## src/rtl/inst_fetch_queue_if.sv

```systemverilog
// inst_fetch_queue_if: bundles the instruction-memory return path, the
// redirect request and the decode-side head/handshake signals of the fetch
// queue. The slave modport is the queue; the master modport is its environment.
interface inst_fetch_queue_if #(
  parameter int DEPTH = 4
);
  logic [31:0]            mem_inst;
  logic                   mem_fault;
  logic                   mmu_stall;
  logic                   redirect;
  logic [31:0]            redirect_pc;
  logic                   deq_ready;
  logic [31:0]            fetch_pc;
  logic                   out_valid;
  logic [31:0]            out_inst;
  logic [31:0]            out_pc;
  logic                   out_fault;
  logic [$clog2(DEPTH):0] count;

  modport master (
    output mem_inst, mem_fault, mmu_stall, redirect, redirect_pc, deq_ready,
    input  fetch_pc, out_valid, out_inst, out_pc, out_fault, count
  );

  modport slave (
    input  mem_inst, mem_fault, mmu_stall, redirect, redirect_pc, deq_ready,
    output fetch_pc, out_valid, out_inst, out_pc, out_fault, count
  );
endinterface

```

## src/rtl/inst_fetch_queue.sv

```systemverilog
// inst_fetch_queue: fetch PC owner plus a DEPTH-entry prefetch FIFO between the
// instruction memory port and decode. A fetch fault is queued as a NOP entry
// and parks fetch in HALT until the next redirect.
// Optional feature: define FETCHQ_BYPASS_EN to present the incoming word at
// the head combinationally when the queue is empty (zero-latency fetch).
module inst_fetch_queue #(
  parameter int          DEPTH    = 4,
  parameter logic [31:0] RESET_PC = 32'h0000_0000
) (
  input logic                clk,
  input logic                rst,
  inst_fetch_queue_if.slave  bus
);
  localparam int PTR_W = $clog2(DEPTH);
  localparam int CNT_W = PTR_W + 1;

  localparam logic [0:0] ST_FETCH = 1'b0;
  localparam logic [0:0] ST_HALT  = 1'b1;

  localparam logic [31:0]      NOP_INST   = 32'h0000_0013;
  localparam logic [CNT_W-1:0] FULL_COUNT = CNT_W'(DEPTH);

  logic [0:0]       state_q;
  logic [31:0]      pc_q;
  logic [PTR_W-1:0] wr_ptr_q;
  logic [PTR_W-1:0] rd_ptr_q;
  logic [CNT_W-1:0] count_q;

  logic [31:0] inst_mem  [DEPTH];
  logic [31:0] pc_mem    [DEPTH];
  logic        fault_mem [DEPTH];

  logic [31:0] in_inst;
  logic        queue_empty;
  logic        queue_full;
  logic        fetching;
  logic        bypass_active;
  logic        out_valid;
  logic        deq;
  logic        enq;
  logic        bypass_take;
  logic        push;
  logic        pop;

  // A faulting fetch carries a NOP in place of the garbage memory word.
  assign in_inst     = bus.mem_fault ? NOP_INST : bus.mem_inst;
  assign queue_empty = (count_q == '0);
  assign queue_full  = (count_q == FULL_COUNT);
  assign fetching    = (state_q == ST_FETCH) && !bus.mmu_stall && !bus.redirect;

`ifdef FETCHQ_BYPASS_EN
  assign bypass_active = queue_empty && fetching && !rst;
`else
  assign bypass_active = 1'b0;
`endif

  // deq_ready reaches enq only through the full-queue term.
  assign out_valid   = !queue_empty || bypass_active;
  assign deq         = out_valid && bus.deq_ready;
  assign enq         = fetching && (!queue_full || deq);
  assign bypass_take = bypass_active && deq;
  assign push        = enq && !bypass_take;
  assign pop         = deq && !bypass_take;

  assign bus.fetch_pc  = pc_q;
  assign bus.count     = count_q;
  assign bus.out_valid = out_valid;
  assign bus.out_inst  = bypass_active ? in_inst       : inst_mem[rd_ptr_q];
  assign bus.out_pc    = bypass_active ? pc_q          : pc_mem[rd_ptr_q];
  assign bus.out_fault = bypass_active ? bus.mem_fault : fault_mem[rd_ptr_q];

  // Pointers and occupancy; a redirect empties the queue outright.
  always_ff @(posedge clk or posedge rst) begin
    if (rst) begin
      wr_ptr_q <= '0;
      rd_ptr_q <= '0;
      count_q  <= '0;
    end else if (bus.redirect) begin
      wr_ptr_q <= '0;
      rd_ptr_q <= '0;
      count_q  <= '0;
    end else begin
      if (push) wr_ptr_q <= wr_ptr_q + PTR_W'(1);
      if (pop)  rd_ptr_q <= rd_ptr_q + PTR_W'(1);
      if (push && !pop)      count_q <= count_q + CNT_W'(1);
      else if (pop && !push) count_q <= count_q - CNT_W'(1);
    end
  end

  // Entry storage; reset contents give the NOP/zero head seen after reset.
  always_ff @(posedge clk or posedge rst) begin
    if (rst) begin
      for (int i = 0; i < DEPTH; i++) begin
        inst_mem[i]  <= NOP_INST;
        pc_mem[i]    <= '0;
        fault_mem[i] <= 1'b0;
      end
    end else if (push) begin
      inst_mem[wr_ptr_q]  <= in_inst;
      pc_mem[wr_ptr_q]    <= pc_q;
      fault_mem[wr_ptr_q] <= bus.mem_fault;
    end
  end

  // Fetch PC and FETCH/HALT control; a fault freezes the PC on the faulting address.
  always_ff @(posedge clk or posedge rst) begin
    if (rst) begin
      pc_q    <= RESET_PC;
      state_q <= ST_FETCH;
    end else if (bus.redirect) begin
      pc_q    <= {bus.redirect_pc[31:2], 2'b00};
      state_q <= ST_FETCH;
    end else if (enq) begin
      if (bus.mem_fault) state_q <= ST_HALT;
      else               pc_q    <= pc_q + 32'd4;
    end
  end
endmodule

```

## src/flat_wrapper.sv

```systemverilog
// flat-port wrapper written by rule: the top's interface ports become plain ports
module inst_fetch_queue_flat 
#(
  parameter int          DEPTH    = 4,
  parameter logic [31:0] RESET_PC = 32'h0000_0000
)
  (clk, rst, bus_mem_inst, bus_mem_fault, bus_mmu_stall, bus_redirect, bus_redirect_pc, bus_deq_ready, bus_fetch_pc, bus_out_valid, bus_out_inst, bus_out_pc, bus_out_fault, bus_count);
  inst_fetch_queue_if #(.DEPTH(DEPTH)) bus_i ();
  input logic clk;
  input logic rst;
  input wire logic [$bits(bus_i.mem_inst)-1:0] bus_mem_inst;
  input wire logic [$bits(bus_i.mem_fault)-1:0] bus_mem_fault;
  input wire logic [$bits(bus_i.mmu_stall)-1:0] bus_mmu_stall;
  input wire logic [$bits(bus_i.redirect)-1:0] bus_redirect;
  input wire logic [$bits(bus_i.redirect_pc)-1:0] bus_redirect_pc;
  input wire logic [$bits(bus_i.deq_ready)-1:0] bus_deq_ready;
  output wire logic [$bits(bus_i.fetch_pc)-1:0] bus_fetch_pc;
  output wire logic [$bits(bus_i.out_valid)-1:0] bus_out_valid;
  output wire logic [$bits(bus_i.out_inst)-1:0] bus_out_inst;
  output wire logic [$bits(bus_i.out_pc)-1:0] bus_out_pc;
  output wire logic [$bits(bus_i.out_fault)-1:0] bus_out_fault;
  output wire logic [$bits(bus_i.count)-1:0] bus_count;
  assign bus_i.mem_inst = bus_mem_inst;
  assign bus_i.mem_fault = bus_mem_fault;
  assign bus_i.mmu_stall = bus_mmu_stall;
  assign bus_i.redirect = bus_redirect;
  assign bus_i.redirect_pc = bus_redirect_pc;
  assign bus_i.deq_ready = bus_deq_ready;
  assign bus_fetch_pc = bus_i.fetch_pc;
  assign bus_out_valid = bus_i.out_valid;
  assign bus_out_inst = bus_i.out_inst;
  assign bus_out_pc = bus_i.out_pc;
  assign bus_out_fault = bus_i.out_fault;
  assign bus_count = bus_i.count;
  inst_fetch_queue #(.DEPTH(DEPTH), .RESET_PC(RESET_PC)) u_core (.clk(clk), .rst(rst), .bus(bus_i));
endmodule
```

## config.mk

```make
export PLATFORM = sky130hd
export DESIGN_NAME = inst_fetch_queue_flat
export DESIGN_NICKNAME = d
export VERILOG_FILES = /design/src/rtl/inst_fetch_queue_if.sv /design/src/rtl/inst_fetch_queue.sv /design/src/flat_wrapper.sv
export SDC_FILE = /design/constraint.sdc
export NUM_CORES = 1
export LEC_CHECK = 0
export CORE_UTILIZATION = 40
export CTS_CLUSTER_SIZE = 12
export DETAILED_ROUTE_END_ITERATION = 6
export GPL_ROUTABILITY_DRIVEN = 0
export PLACE_DENSITY = 0.67
export REMOVE_ABC_BUFFERS = 1
export SYNTH_ARGS = -nofsm -noshare
export SYNTH_HDL_FRONTEND = slang
export SYNTH_SLANG_ARGS = --single-unit
```

## constraint.sdc

```tcl
create_clock -name clk -period 12.4 [get_ports clk]
set_clock_uncertainty 0.1 [all_clocks]
set_input_delay 1.86 -clock clk [delete_from_list [all_inputs] [get_ports clk]]
set_output_delay 1.86 -clock clk [all_outputs]
set_load 0.01 [all_outputs]
```

==> results of run 1 <==
==> worst reg2reg max path, cell delays in order, from the launching register on <==
cell and delay (ns):
dfrtp_1 0.49, or4b_1 0.84, nand4_1 0.20, buf_4 0.41, buf_4 0.71, mux2_2 0.44
==> sequential cells by signal (all words and copies together) (netlist names) <==
register / cells
u_core.fault_mem: 4
u_core.rd_ptr_q: 2
u_core.bus.count: 3
u_core.state_q: 1
u_core.pc_mem: 120
u_core.bus.fetch_pc: 30
u_core.wr_ptr_q: 2
u_core.inst_mem: 128
==> cells in the mapped netlist, drive strengths merged (6+ instances only) <==
cell    instances  area (sq um)
dfrtp         278          6957
nand2         162         608.1
o21ai         153         765.7
mux2          108          1216
mux4           63          1419
clkbuf         50         190.2
buf            39         201.4
nor2           32         120.1
nand2b         29         181.4
a31oi          23         143.9
or4            22         168.9
o31ai          19         142.6
nand3          14         70.07
dfstp          12         315.3
nand4          12         93.84
inv            10         37.53
or3             6         37.54
==> metal layers <==
layer  up-vias  share of wire (%)  GRT usage [%]
met5         -              0.056              0
li1       4151                  -              -
met1      4465                 46          26.72
met4         2                1.6          4.667
met3        44                5.8          3.574
met2       213                 46          29.95
==> cells by family (layout without fill, tap and decap cells) <==
logic type      count (synthesis)  after routing  share of synthesized area [%]
other cells                     1              4                        0.02866
compound gates                210            210                          8.855
mux                           172            172                          20.21
fa+ha+maj                       6              6                         0.6311
buf+inv                        99            244                          3.280
flops                         290            290                          55.57
xor+xnor                        7              7                         0.4686
simple gates                  298            298                          10.95
==> report_power, final <==
group / total [W] / switching, W / internal, W
clock: 0.000975 / 0.000381 / 0.000594
combinational: 0.00113 / 0.000454 / 0.000679
sequential: 0.00147 / 0.000199 / 0.00127
total: 0.00358 / 0.00103 / 0.00255
==> final cells by class <==
cell class                 instances  area, sq um  area share (%)
sequential                       290         7279           45.24
multi-input combinational        697         5413           33.64
timing repair buffer             174         1712           10.64
clock buffer                      52         1032           6.415
tap                              435        544.3           3.383
clock inverter                     8        65.06          0.4044
inverter                          10        45.04          0.2799
==> stage by stage <==
stage | std cells | hold WS [ns] | area [sq um] | total power [W] | utilization (%)
final | 1666 | 0.3716 | 16090 | 0.003580 | 50.47
after global routing | 1666 | 0.3929 | 16090 | 0.003802 | 50.47
after CTS | 1666 | 0.3780 | 16090 | 0.003635 | 50.47
after detailed placement | 1606 | 0.3659 | 14990 | 0.002642 | 47.03
after global placement | 1606 | 0.3557 | 14990 | 0.002604 | 47.03
after floorplan | 997 | 0.3446 | 12700 | 0.002133 | -
==> worst max-delay path by stage <==
| stage | from | end | slack [ns] | depth (start not counted) |
|---|---|---|---|---|
| 2_1_floorplan | rst | u_core.bus.count[0] | 2.45 | 1 |
| 3_3_place_gp | bus_redirect | u_core.fault_mem[0] | 6.71 | 5 |
| 3_5_place_dp | bus_redirect | u_core.pc_mem[51] | 6.75 | 5 |
| 4_1_cts | u_core.rd_ptr_q[0] | bus_out_pc[7] | 7.11 | 3 |
| 5_1_grt | u_core.rd_ptr_q[0] | bus_out_pc[7] | 7.03 | 3 |
| 6_report | u_core.rd_ptr_q[0] | bus_out_pc[7] | 7.26 | 3 |
==> reports/results.tsv, run 1 <==
stage	metric	value	unit
grt	grt_pass1_vias	8975	
sta	setup_viol	0	
hold_path	holdPathStages	2	
clock_tree	cts_root_buf	clkbuf_16	
route	vias	8875	
hold_path	hp-class	reg2reg	
clock_tree	path_clk_slew	0.05	ns
route	wl	30130	microns
pwr	p_leak	6.693	nW
pwr	power_density	222.5	nW/um^2
clock_tree	numCtsBuffers	34	
critical_path	path_max_fanout	47	
place	post-dp-hpwl	17900	microns
floorplanning	initial_core_util	41.04	%
route	drt-initial-drc-count	421	
cells_and_area	mostFrequentLayoutCell	dfrtp_1	
job	cap_violations	0	
synthesis	synth-seq-area-share	55.57	%
floorplanning	die-area	33440	sq um
route	drc_errors	0	
sta	post-route-period-util	41.49	%
route	first_pass_iters	4	
route	vias_per_cell	5.327	
sta	finalHoldViolCount	0	
critical_path	slowest_stage	buf_4	
synthesis	synth.distinct_cells	50	
synthesis	yosys_warnings	0	
sta	fmax	0.1944	GHz
synthesis	syn_area	13090	sq um
cells_and_area	final_layout_size_suffix_gt1_share	20.71	%
grt	grt_max_degree	139	
cells_and_area	layout.nets	1283	
floorplanning	rows	65	
synthesis	synth_ff_type	dfrtp_1	
grt	grt_pass1_wl	49640	microns
critical_path	cpLargestDelayFamily	buffers and inverters	
sta	timing.setup.tns	0	ns
clock_tree	post_cts_resize_count	0	
critical_path	path_buf_inv	2	
critical_path	reg2regPathDepth	5	
critical_path	reg2reg_slack	9.10	ns
grt	antenna_found_initial	1	
sta	finalWorstSetupSlack	7.256	ns
hold_path	hp-start	u_core.inst_mem[9]	
outcome	status	complete, no violations	
clock_tree	post_cts_buffers	0	
synthesis	yosys_register_bits	290	
clock_tree	ctsHtreeMaxLevel	2	
synthesis	async_reset_ff_share	100.0	%
hold_path	hold_end	u_core.inst_mem[9]	
place	port_buffers	164	
critical_path	reg2reg_to	u_core.pc_mem[109]	
sta	rsz0062_at_grt	no	
synthesis	synth_cells	1083	
floorplanning	dieWidth	182.9	microns
floorplanning	design.core.area	31880	sq um
critical_path	end_kind	output pin	
critical_path	cp.required	10.44	ns
sta	drv_slew	0	
cells_and_area	layout_common_cells	dfrtp_1, clkdlybuf4s50_1, nand2_1	
floorplanning	io-pin-count	171	
critical_path	worstSetupPathType	reg2out	
cells_and_area	antenna_cells	0	
clock_tree	cts_max_path_buffers	3	
place	preCtsSetupSlack	6.751	ns
sta	relSlewSlack	33.81	%
pwr	peakVddDrop	106.6	uV
clock_tree	cts_sinks	290	
critical_path	critPathArrivalTime	3.18	ns
critical_path	start_kind	flip-flop	
grt	overflow	0	
clock_tree	cts_hold_buffers	0	
synthesis	postSynthAreaPerCell	12.08	sq um
sta	tightestPinTransition	0.9929	ns
clock_tree	insertion_delay	0.51	ns
floorplanning	die_y	182.9	microns
synthesis	synth_edf_count	0	
cells_and_area	fillers	2855	
sta	period_minus_slack	5.144	ns
critical_path	max_stage_delay	0.79	ns
route	ant_nets	0	
route	routedWlPerCell	18.09	microns
grt	grt_usage	18.85	%
critical_path	path_cells	buf_4 > mux4_2 > clkdlybuf4s50_1	
critical_path	rr_startpoint	u_core.bus.count[0]	
cells_and_area	synthToLayoutAreaGrowth	22.97	%
clock_tree	cts_tree	done	
Note: power is estimated with default switching activity, not from simulation.
==> inputs of run 2 (changes only) <==
clock period = 5.3 ns   (was 12.4 ns; I/O delays follow)
==> run 2 against run 1 <==
  * Register-to-register slack worse by 6.8 ns
  * Wire length up 0.13%
  * Power up 130%
  * Non-clock buffer count up 4
  * First-iteration DRC count up 12%
  * Worst setup slack worse by 5.8 ns
==> reports/results.tsv, run 2 (synthesized netlist as in run 1, its figures left out) <==
stage	metric	value	unit	change
floorplanning	dieWidth	182.9	microns	unchanged
hold_path	hp-class	reg2reg		
route	drc_errors	0		unchanged
cells_and_area	max_flop_register	u_core.inst_mem		
cells_and_area	fin_cells	1666		unchanged
clock_tree	cts_hold_buffers	0		unchanged
floorplanning	die_y	182.9	microns	unchanged
critical_path	max_stage_delay	0.92	ns	+0.13 ns
cells_and_area	layout_common_cells	dfrtp_1, clkdlybuf4s50_1, nand2_1		
floorplanning	initial_core_util	41.04	%	unchanged
critical_path	path_max_fanout	35		-26%
grt	grt_max_degree	144		+3.6%
grt	grt_pass1_wl	48970	microns	-1.3%
route	vias	8773		-1.1%
sta	rsz0062_at_grt	no		
route	wl	30170	microns	+0.13%
sta	timing.setup.tns	0	ns	unchanged
outcome	status	complete, no violations		
critical_path	critPathArrivalTime	2.95	ns	-0.23 ns
route	routedWlPerCell	18.11	microns	+0.13%
grt	antenna_found_initial	1		unchanged
route	met3_wirelength	1444	microns	-17%
critical_path	worstSetupPathType	reg2out		
route	drt-initial-drc-count	473		+12%
cells_and_area	final_layout_size_suffix_gt1_share	20.71	%	unchanged
cells_and_area	layout.nets	1284		+0.078%
place	port_buffers	164		unchanged
route	dr.max_layer_used	met5		
sta	period_minus_slack	3.849	ns	
sta	setup_viol	0		unchanged
route	wl_met1	14020	microns	+0.65%
pwr	peakVddDrop	324.3	uV	+200%
route	wl_met2	14190	microns	+1.8%
clock_tree	cts_max_path_buffers	3		unchanged
place	preCtsSetupSlack	1.505	ns	-5.246 ns
critical_path	end_kind	output pin		
clock_tree	post_cts_resize_count	0		unchanged
cells_and_area	mostFrequentLayoutCell	dfrtp_1		
critical_path	cp.required	4.41	ns	-6.03 ns
critical_path	start_kind	flip-flop		
pwr	p_leak	6.699	nW	about the same
clock_tree	insertion_delay	0.55	ns	+0.04 ns
clock_tree	cts_sinks	290		unchanged
critical_path	path_cells	buf_12 > mux4_2 > clkdlybuf4s50_1		
clock_tree	cts_root_buf	clkbuf_16		
clock_tree	numCtsBuffers	31		-8.8%
cells_and_area	largest_reg_flops	128		unchanged
job	cap_violations	0		unchanged
cells_and_area	postLayoutCellArea	16110	sq um	+0.12%
route	first_pass_iters	4		unchanged
sta	tightestPinTransition	0.9989	ns	+0.005936 ns
sta	post-route-period-util	72.63	%	
grt	grt_pass1_vias	8923		-0.58%
clock_tree	post_cts_buffers	0		unchanged
pwr	power_density	513.6	nW/um^2	+130%
route	ant_nets	0		unchanged
cells_and_area	antenna_cells	0		unchanged
floorplanning	die-area	33440	sq um	unchanged
sta	hold_slack	0.3760	ns	+0.004436 ns
grt	grt_usage	18.44	%	-0.41 points
place	post-dp-hpwl	18330	microns	+2.4%
cells_and_area	synthToLayoutAreaGrowth	23.12	%	
floorplanning	design.core.area	31880	sq um	unchanged
critical_path	slowest_stage	dfrtp_4		
sta	drv_slew	0		unchanged
sta	fmax	0.2598	GHz	
place	postPlaceCellArea	15090	sq um	+0.62%
sta	finalWorstSetupSlack	1.451	ns	-5.805 ns
clock_tree	ctsHtreeMaxLevel	1		-1
clock_tree	path_clk_slew	0.06	ns	about the same
sta	relSlewSlack	33.41	%	-0.40 points
clock_tree	cts_tree	done		
floorplanning	io-pin-count	171		unchanged
route	vias_per_cell	5.266		-1.1%
grt	overflow	0		unchanged
place	post-place-cells	1610		+0.25%
sta	finalHoldViolCount	0		unchanged
floorplanning	rows	65		unchanged
-- run 2: cell count changes in the layout (fill, tap and decap cells not counted), sizes merged --
cell,change
buf,+4
clkinv,-4
clkbuf,-2
bufinv,+1
inv,+1
-- run 2: through the flow --
stage / utilization, % / power (W)
after floorplan: - / 0.004990
after global placement: 47.32 / 0.006107
after detailed placement: 47.32 / 0.006193
after CTS: 50.53 / 0.008382
after global routing: 50.53 / 0.008763
final: 50.53 / 0.008274
-- run 2: power breakdown --
group	switching (W)	internal [W]	total [W]
Combinational	0.00103	0.00161	0.00264
Sequential	0.000512	0.00298	0.00349
Clock	0.000853	0.00130	0.00215
-- run 2: path summary, 6_finish.rpt --
check	to	slack, ns	start	cells after the start
max	bus_out_pc[6]	1.45	u_core.rd_ptr_q[0]	3
max in group asynchronous	u_core.inst_mem[118]	3.26	rst	3
min	u_core.inst_mem[83]	0.38	u_core.inst_mem[83]	2
min in group asynchronous	u_core.inst_mem[93]	0.76	rst	2
min reg2reg	u_core.inst_mem[83]	0.38	u_core.inst_mem[83]	2
max reg2reg	u_core.pc_mem[71]	2.30	u_core.bus.count[0]	4
-- run 2: per-layer routing --
metal  vias up  track usage, %
li1       4141               -
met2       190           29.88
met1      4404           26.37
met5         -               0
met3        36           3.118
met4         2           3.433
-- run 2: cell type report --
| cell class | instances | area [sq um] |
|---|---|---|
| fillers | 2854 | 15770 |
| flip-flops and latches | 290 | 7279 |
| multi-input cells | 697 | 5413 |
| repair buffers | 178 | 1804 |
| clock buffers | 50 | 937.1 |
| well taps | 435 | 544.3 |
| clock inverters | 6 | 87.58 |
| inverters | 10 | 45.04 |
-- run 2: worst max-delay path, delay by kind of cell, from the launching register on --
| family | cells | cell delay, ns |
|---|---|---|
| buffers and inverters | 2 | 0.92 |
| flip-flops | 1 | 0.92 |
| multiplexers | 1 | 0.54 |
==> inputs of run 3 (changes only) <==
clock period = 3.75 ns   (was 5.3 ns; I/O delays follow)
==> run 3 against run 2 <==
  * Global-route usage decreased by 0.14 points
  * Largest power group unchanged
  * Wire length fell by 0.67%
  * Sequential share of layout area shrank 0.45 points
  * Hold slack worse by 0.0037 ns
  * Cell count rose by 0.96%
  * Largest cell class unchanged
  * First-iteration DRC count up 12%
  * Non-clock buffer count is 19 higher
  * Critical endpoint unchanged
==> reports/results.tsv, run 3 (synthesized netlist as in run 1, its figures left out) <==
stage	metric	value	unit	change
outcome	status	complete, no violations		
place	postPlaceCellArea	15320	sq um	+1.5%
pwr	p_comb_share	33.2	%	+1.3 points
clock_tree	cts_sinks	290		unchanged
clock_tree	numCtsBuffers	31		unchanged
floorplanning	initial_core_util	41.04	%	unchanged
pwr	p_sw	0.003386	W	+41%
sta	drv_slew	0		unchanged
floorplanning	design.core.area	31880	sq um	unchanged
clock_tree	path_clk_slew	0.06	ns	about the same
sta	setup_viol	0		unchanged
critical_path	end_kind	output pin		
route	drc_errors	0		unchanged
hold_path	hp-class	reg2reg		
critical_path	start_kind	flip-flop		
grt	grt_pass1_wl	48990	microns	about the same
sta	period_minus_slack	3.264	ns	
cells_and_area	final_layout_size_suffix_gt1_share	22.05	%	+1.3 points
critical_path	reg2reg_to	u_core.fault_mem[2]		
clock_tree	insertion_delay	0.56	ns	about the same
route	vias	8864		+1.0%
pwr	p_leak	6.795	nW	+1.4%
critical_path	worstSetupPathType	reg2out		
sta	post-route-period-util	87.05	%	
critical_path	critPathArrivalTime	2.60	ns	-0.35 ns
grt	overflow	0		unchanged
cells_and_area	antenna_cells	0		unchanged
route	wl	29970	microns	-0.67%
grt	grt_pass1_vias	9006		+0.93%
hold_path	hp-start	u_core.inst_mem[27]		
cells_and_area	layout.nets	1303		+1.5%
floorplanning	io-pin-count	171		unchanged
place	port_buffers	164		unchanged
route	drt-initial-drc-count	530		+12%
floorplanning	die_y	182.9	microns	unchanged
pwr	internal-power	0.008178	W	+39%
floorplanning	dieWidth	182.9	microns	unchanged
clock_tree	ctsHtreeMaxLevel	1		unchanged
route	first_pass_iters	5		+1
grt	grt_max_degree	110		-24%
sta	rsz0062_at_grt	no		
clock_tree	cts_tree	done		
cells_and_area	synthToLayoutAreaGrowth	24.35	%	
hold_path	hold_end	u_core.inst_mem[27]		
pwr	switching_share	29.28	%	+0.35 points
grt	grt_usage	18.30	%	-0.14 points
cells_and_area	largest_reg_flops	128		unchanged
clock_tree	cts_max_path_buffers	3		unchanged
critical_path	rr_startpoint	u_core.bus.count[0]		
sta	finalHoldViolCount	0		unchanged
pwr	clock_power_share	24.8	%	-1.2 points
clock_tree	post_cts_resize_count	0		unchanged
cells_and_area	max_flop_register	u_core.inst_mem		
critical_path	path_max_fanout	33		-5.7%
route	routedWlPerCell	17.82	microns	-1.6%
cells_and_area	fillers	2862		+0.28%
critical_path	reg2reg_slack	1.09	ns	-1.21 ns
critical_path	cp.required	3.09	ns	-1.32 ns
pwr	peakVddDrop	392.0	uV	+21%
sta	relSlewSlack	45.69	%	+12 points
cells_and_area	postLayoutCellArea	16270	sq um	+1.0%
floorplanning	rows	65		unchanged
critical_path	reg2regPathDepth	4		unchanged
hold_path	holdPathStages	2		unchanged
pwr	power_density	710.7	nW/um^2	+38%
route	vias_per_cell	5.270		about the same
cells_and_area	mostFrequentLayoutCell	dfrtp_1		
job	cap_violations	0		unchanged
clock_tree	post_cts_buffers	0		unchanged
clock_tree	cts_hold_buffers	0		unchanged
sta	fmax	0.3063	GHz	
grt	antenna_found_initial	0		-1
cells_and_area	layout_common_cells	dfrtp_1, clkdlybuf4s50_1, nand2_1		
place	post-dp-hpwl	19110	microns	+4.3%
sta	finalWorstSetupSlack	0.4856	ns	-0.9650 ns
clock_tree	cts_root_buf	clkbuf_16		
cells_and_area	utilization	51.04	%	+0.51 points
pwr	p_seq_share	42.0	%	-0.2 points
floorplanning	die-area	33440	sq um	unchanged
sta	tightestPinTransition	0.8146	ns	-0.1842 ns
route	ant_nets	0		unchanged
place	preCtsSetupSlack	0.5682	ns	-0.9371 ns
==> run 3: cell type report <==
| type | instances | area, sq um | area share [%] |
|---|---|---|---|
| clock inverter | 8 | 47.55 | 0.2922 |
| tap | 435 | 544.3 | 3.345 |
| inverter | 10 | 45.04 | 0.2768 |
| sequential | 290 | 7279 | 44.74 |
| timing repair buffer | 197 | 2034 | 12.50 |
| clock buffer | 45 | 908.4 | 5.582 |
| multi-input combinational | 697 | 5413 | 33.26 |
==> run 3: power by group through the flow <==
stage          combinational (W)  clock (W)  sequential, W
3_5_place_dp             0.00390          0        0.00490
6_report                 0.00384    0.00287        0.00486
2_1_floorplan            0.00221          0        0.00484
5_1_grt                  0.00418    0.00307        0.00500
4_1_cts                  0.00392    0.00295        0.00485
3_3_place_gp             0.00383          0        0.00485
==> run 3: through the flow <==
| step | TNS, ns | total power [W] | hold slack [ns] | cells |
|---|---|---|---|---|
| after floorplan | -1443.82 | 0.007052 | 0.3446 | 997 |
| after global placement | 0 | 0.008678 | 0.3565 | 1629 |
| after detailed placement | 0 | 0.008806 | 0.3656 | 1629 |
| after CTS | 0 | 0.01172 | 0.3793 | 1682 |
| after global routing | 0 | 0.01226 | 0.3964 | 1682 |
| final | 0 | 0.01156 | 0.3724 | 1682 |
==> run 3: worst max-delay path by stage <==
stage	startpoint	end	slack (ns)	cells past startpoint
finish	u_core.rd_ptr_q[0]	bus_out_pc[6]	0.49	3
global route	u_core.rd_ptr_q[0]	bus_out_pc[6]	0.37	3
CTS	u_core.rd_ptr_q[0]	bus_out_pc[9]	0.41	3
detailed placement	bus_deq_ready	u_core.pc_mem[62]	0.57	5
global placement	bus_deq_ready	u_core.pc_mem[76]	0.59	5
floorplan	rst	u_core.bus.count[0]	-4.90	1
==> run 3: worst max-delay path: stages (launching register included) <==
cell and delay (ns):
dfrtp_4 0.60, buf_12 0.31, mux4_2 0.54, clkdlybuf4s50_1 0.57
==> run 3: per-layer routing <==
| layer | track usage, % | part of all wire, % | vias up | routed length [microns] |
|---|---|---|---|---|
| met1 | 26.43 | 47 | 4446 | 13950 |
| met2 | 29.07 | 47 | 193 | 14080 |
| met4 | 3.767 | 1.5 | 0 | 446 |
| li1 | - | - | 4183 | - |
| met5 | 0 | 0 | - | 0 |
| met3 | 3.217 | 5.0 | 42 | 1490 |
